--- config.mk ---
export PLATFORM = sky130hd
export DESIGN_NAME = nor_32bit
export DESIGN_NICKNAME = d
export VERILOG_FILES = /design/src/rtl/nor_32bit.sv
export SDC_FILE = /design/constraint.sdc
export NUM_CORES = 1
export LEC_CHECK = 0
export BUFFER_PORTS_ARGS = -buffer_cell sky130_fd_sc_hd__buf_2
export CAP_MARGIN = 5
export CORE_AREA = 2 2 64 66
export DETAILED_ROUTE_END_ITERATION = 7
export DIE_AREA = 0 0 66 68
export MAX_ROUTING_LAYER = met4
export PLACE_DENSITY = 0.77
export REMOVE_ABC_BUFFERS = 1
export SETUP_SLACK_MARGIN = 0.02
export SLEW_MARGIN = 30
export SYNTH_ARGS = -nofsm -noshare
export SYNTH_HDL_FRONTEND = slang
export SYNTH_SLANG_ARGS = --single-unit
--- constraint.sdc ---
create_clock -name clk -period 1.2 [get_ports clk]
set_clock_uncertainty 0.1 [all_clocks]
set_input_delay 0 -clock clk [delete_from_list [all_inputs] [get_ports clk]]
set_output_delay 0 -clock clk [all_outputs]
set_load 0.03 [all_outputs]
--- src/rtl/nor_32bit.sv ---
// Registered 32-bit bitwise NOR unit for the MiniMIPS ALU datapath.
// A combinational array of 1-bit NOR slices feeds a separate output register stage.

module nor_slice (
  input  logic a,
  input  logic b,
  output logic y
);

  assign y = ~(a | b);

endmodule

module nor_32bit (
  input  logic        clk,
  input  logic        rst_n,
  input  logic [31:0] value1,
  input  logic [31:0] value2,
  input  logic        in_valid,
  output logic [31:0] result,
  output logic        out_valid,
  output logic        zero
);

  logic [31:0] nor_bits;
  logic        nor_zero;

  // Each slice is independent; there is no carry or sign handling between bits.
  for (genvar i = 0; i < 32; i++) begin : g_slice
    nor_slice u_slice (
      .a (value1[i]),
      .b (value2[i]),
      .y (nor_bits[i])
    );
  end

  assign nor_zero = (nor_bits == 32'h0000_0000);

  // Reset is synchronous; zero clears to 0 even though result clears to 0.
  always_ff @(posedge clk) begin
    if (!rst_n) begin
      // NOTE: non-blocking assignments keep every register sampling pre-edge values.
      result    <= 32'h0000_0000;
      zero      <= 1'b0;
      out_valid <= 1'b0;
    end else if (in_valid) begin
      result    <= nor_bits;
      zero      <= nor_zero;
      out_valid <= 1'b1;
    end else begin
      out_valid <= 1'b0;
    end
  end

endmodule

; Word level (Yosys, flattened, before mapping)
; Cells that the tools add are included.
[totals]
input_bits = 67
elab_cells = 69
output_inout_bits = 34
register_bits = 34
[classes]
mux = 1
n_bitwise = 64
n_reduce_logical = 1
[ops]
columns = operator, n
row1 = $logic_not 32->1, 1
row2 = $not 1->1, 32
row3 = $or 1x1->1, 32
row4 = $mux 1, 1

; Longest topological paths before layout
[logic_depth]
ltp_word = 3
mapped_depth = 5
depth_no_buf = 4

; Cells and area by module
; Synthesis repeated with hierarchy kept, for this count alone.
[hier_totals]
hier_cells = 151
area_unflattened_um2 = 1496.4
[modules_own_cells]
columns = module, area_each_um2, n_inst, cells_each, seq_area_each_um2
row1 = nor_32bit, 1376.3, 1, 119, 680.7
row2 = nor_slice, 3.8, 32, 1, 0.0

; Worst setup path before layout
; No wires, ideal clock.
[synth_timing]
kind = register to register
startpoint = reg, netlist name result[0]
endpoint = reg result[0]
setup_slack_ps = 349
t_arrival_ps = 686
synth_period_minus_slack_ps = 851
required_time_ps = 1035
setup_time_ps = 65
path_stages_with_launch = 3
n_path_buf = 0
path_cell_list = dfxtp_1 > mux2i_1 > nor2b_1
[synth_rtl]
columns = element, line_no
row1 = "end signal, assigned", 47  ; result <= nor_bits;
row2 = "end, declared", 20  ; output logic [31:0] result,

; Final worst setup path
[layout_timing]
startpoint = in value2[26]
endpoint = reg zero
[layout_between]
elab_chain_cells = 3
[layout_lines]
columns = element, line_no
row1 = "start, declared", 18  ; input logic [31:0] value2,
row2 = $or 1x1->1, 10  ; assign y = ~(a | b);
row3 = $not 1->1, 10
row4 = $logic_not 32->1, 37  ; assign nor_zero = (nor_bits == 32'h0000_0000);
row5 = "end signal, assigned", 48  ; zero <= nor_zero;
row6 = "end, declared", 22  ; output logic zero
; No other way between the ends.
; A chain may end at the register's enable or synchronous reset.

==> impl_metrics.env <==
export IMPL_firstDrtPassIters=4
export IMPL_fmax_mhz=884
export IMPL_numCtsBuffers=5
export IMPL_ys_warn_count=0
export IMPL_synth_compound_area_share_pct=4.60
export IMPL_synth_most_common_cell="dfxtp_1"
export IMPL_p_clk_share_pct=29.5
export IMPL_yosys_register_bits=34
export IMPL_required_ns=1.31
export IMPL_min_period_ns=1.13
export IMPL_slew_violations=0
export IMPL_hold_ws_ns=-0.0242
export IMPL_crit_type="in2reg"
export IMPL_final_net_count=381
export IMPL_vias=1684
export IMPL_io_buffers=100
export IMPL_drtIter0Drc=114
export IMPL_slowest_stage="dlygate4sd3_1"
export IMPL_synthXorXnorAreaFrac_pct=0
export IMPL_vdd_ir_drop_max_mv=0.561
export IMPL_cts_sinks=34
export IMPL_synthMuxAreaShare_pct=21.4
export IMPL_drv_cap=0
export IMPL_clk_path_buf_depth=2
export IMPL_antenna_found_initial=0
export IMPL_grt_pass1_wl_um=7250
export IMPL_drive_gt1_share_pct=33.4
export IMPL_path_delay_family="buffers and inverters"
export IMPL_synth_edf_count=0
export IMPL_synth_area_top_cells="dfxtp_1 (46%), mux2i_1 (21%), nor2b_1 (13%), nor2_1 (8.0%), o22ai_1 (3.8%)"
export IMPL_die_area_um2=4490
export IMPL_fin_crit_sh_pct=94.3
export IMPL_intPower_mw=1.91
export IMPL_rsz0062_at_grt="false"
export IMPL_preCtsSetupSlack_ns=0.188
export IMPL_hold_viol=1
export IMPL_synth_cells=158
export IMPL_violations="hold timing"
export IMPL_r2r_start="result[21]$_SDFFE_PN0P_"
export IMPL_status="finished, violations left"
export IMPL_viasPerCell=4.63
export IMPL_htreeDepth=2
export IMPL_postRouteWirelength_um=4960
export IMPL_die_y_um=68
export IMPL_ios=101
export IMPL_grt_usage_pct=22.2
export IMPL_worstPathArrival_ns=1.24
export IMPL_syn2layout_area_growth_pct=81.6
export IMPL_setup_viol=0
export IMPL_path_cells="dlygate4sd3_1 > buf_2 > o22ai_1 > nor4_1 > nand3_1 > o21ai_1"
export IMPL_dpl_instance_area_um2=2040
export IMPL_synth_cell_area_um2=1500
export IMPL_hold_class="in2reg"
export IMPL_num_rows=23
export IMPL_die_width_um=66
export IMPL_grt_max_degree=35
export IMPL_tightestPinTransition_ns=0.288
export IMPL_hp_start="value2[15]"
export IMPL_seq_area_um2=681
export IMPL_async_flop_share_pct=0
export IMPL_coreArea_um2=3860
export IMPL_fillers=285
export IMPL_p_comb_share_pct=24.4
export IMPL_synth_top_family_by_area="simple AND/OR/NAND/NOR gates"
export IMPL_cts_tree="done"
export IMPL_synth_fa_ha_area_share_pct=0
export IMPL_syn_avg_cell_area_um2=9.46
export IMPL_clk_pin_slew_ns=0.07
export IMPL_min_path_cells=4
export IMPL_pwr_share_seq_pct=46.1
export IMPL_start_util_pct=38.8
export IMPL_reg2regPathDepth=2
export IMPL_yosysTopAreaCell="dfxtp_1"
export IMPL_crit_buf_inv=2
export IMPL_synth_main_ff_cell="dfxtp_1"
export IMPL_route_detailed_drc=0
export IMPL_worstSetupStartpoint="value2[26]"
export IMPL_yosys_cell_types_count=15
export IMPL_place_gp_congestion=0.694
export IMPL_yosysTopAreaCellShare_pct=45.5
export IMPL_switching_share_pct=26.3
export IMPL_cp_end_kind="register"
export IMPL_seq_area_frac_synth_pct=45.5
export IMPL_fin_area_um2=2720
export IMPL_relSlewSlack_pct=80.7
export IMPL_ant_nets=0
export IMPL_p_sw_mw=0.680
export IMPL_tns_ns=0
export IMPL_postCtsSetupBuffers=0
export IMPL_routedWlPerCell_um=13.6
export IMPL_critPathMaxFanout=2
export IMPL_critical_path_max_stage_delay_ns=0.52
export IMPL_clk_latency_ns=0.27
export IMPL_grt_overflow_total=0
export IMPL_critPathLaunchType="input pin"
export IMPL_yosys_area_share_simple_pct=25.4
export IMPL_multi_input_area_um2=795
export IMPL_post_dp_hpwl_um=2720
export IMPL_fin_ws_ns=0.0688
export IMPL_leakagePower_nw=1.35
export IMPL_ys_top_cells_by_count="dfxtp_1 (34), mux2i_1 (32), nor2_1 (32), nor2b_1 (32), o22ai_1 (9)"
export IMPL_grt_pass1_vias=1720
export IMPL_worstSetupPathDepth=6
export IMPL_antennaDiodeCount=0
export IMPL_clock_root_buffer="clkbuf_8"
export IMPL_powerDensity_nw_per_um2=954
## worst min-delay path, delay by kind of cell
family                 cells  cell delay, ns
multiplexers               1            0.13
AND/OR/NAND/NOR            2            0.11
buffers and inverters      1            0.08
## placed cells by master (no fill, tap or decap), types with 2 or more instances in the layout
master / count
buf_2: 92
dlygate4sd3_1: 56
dfxtp_1: 34
nor2_1: 32
mux2i_1: 32
nor2b_1: 32
o22ai_1: 8
clkbuf_8: 5
dlymetal6s4s_1: 4
buf_4: 4
nor4_2: 3
nor4_1: 2
nand3_1: 2
clkbuf_1: 2
## power groups by stage
stage	Clock [mW]	Sequential, mW	Combinational (mW)
final	0.765	1.19	0.631
after global routing	0.838	1.20	0.682
after CTS	0.790	1.19	0.615
after detailed placement	0	1.22	0.465
after global placement	0	1.22	0.459
after floorplan	0	1.31	0.141
## per-layer routing
layer / track usage, % / part of all wire [%] / wire, µm
met1: 20.5 / 38 / 1880
met2: 43.6 / 55 / 2720
met3: 6.58 / 5.7 / 280
met4: 7.14 / 1.5 / 72
met5: - / 0 / 0
## layout make-up
type / instances / area share, %
timing repair buffer: 156 / 40.6
multi-input combinational: 117 / 29.3
sequential: 34 / 25.1
clock buffer: 7 / 2.81
tap: 50 / 2.30
## sequential cells by signal, indices dropped and copies added (netlist names)
register   cells
out_valid      1
zero           1
result        32
## final timing paths
kind | slack (ns) | end
hold reg to reg | 0.38 | zero$_SDFFE_PN0P_
hold / removal | -0.02 | result[15]$_SDFFE_PN0P_
setup / recovery | 0.07 | zero$_SDFFE_PN0P_
setup reg to reg | 0.43 | result[21]$_SDFFE_PN0P_
## cells by family (layout without fill, tap and decap cells)
group / after synthesis / after routing
AND/OR/NAND/NOR: 74 / 74
flip-flops: 34 / 34
multiplexers: 32 / 32
AO/OA/AOI/OAI: 11 / 11
buffers and inverters: 7 / 163
## what timing repair did
item | in CTS | in global routing
hold endpoints to repair | 32 | 0
resized for setup | 0 | 8
hold buffers | 60 | 0
endpoints found under the setup margin | 0 | 1
## through the flow
step / cells / util, % / total power [mW]
3_3_place_gp: 305 / 53.0 / 1.68
5_1_grt: 364 / 70.4 / 2.72
2_1_floorplan: 151 / - / 1.45
3_5_place_dp: 305 / 53.0 / 1.68
4_1_cts: 372 / 70.5 / 2.60
6_report: 364 / 70.4 / 2.59
No activity file was read; power rests on OpenSTA's default activity.
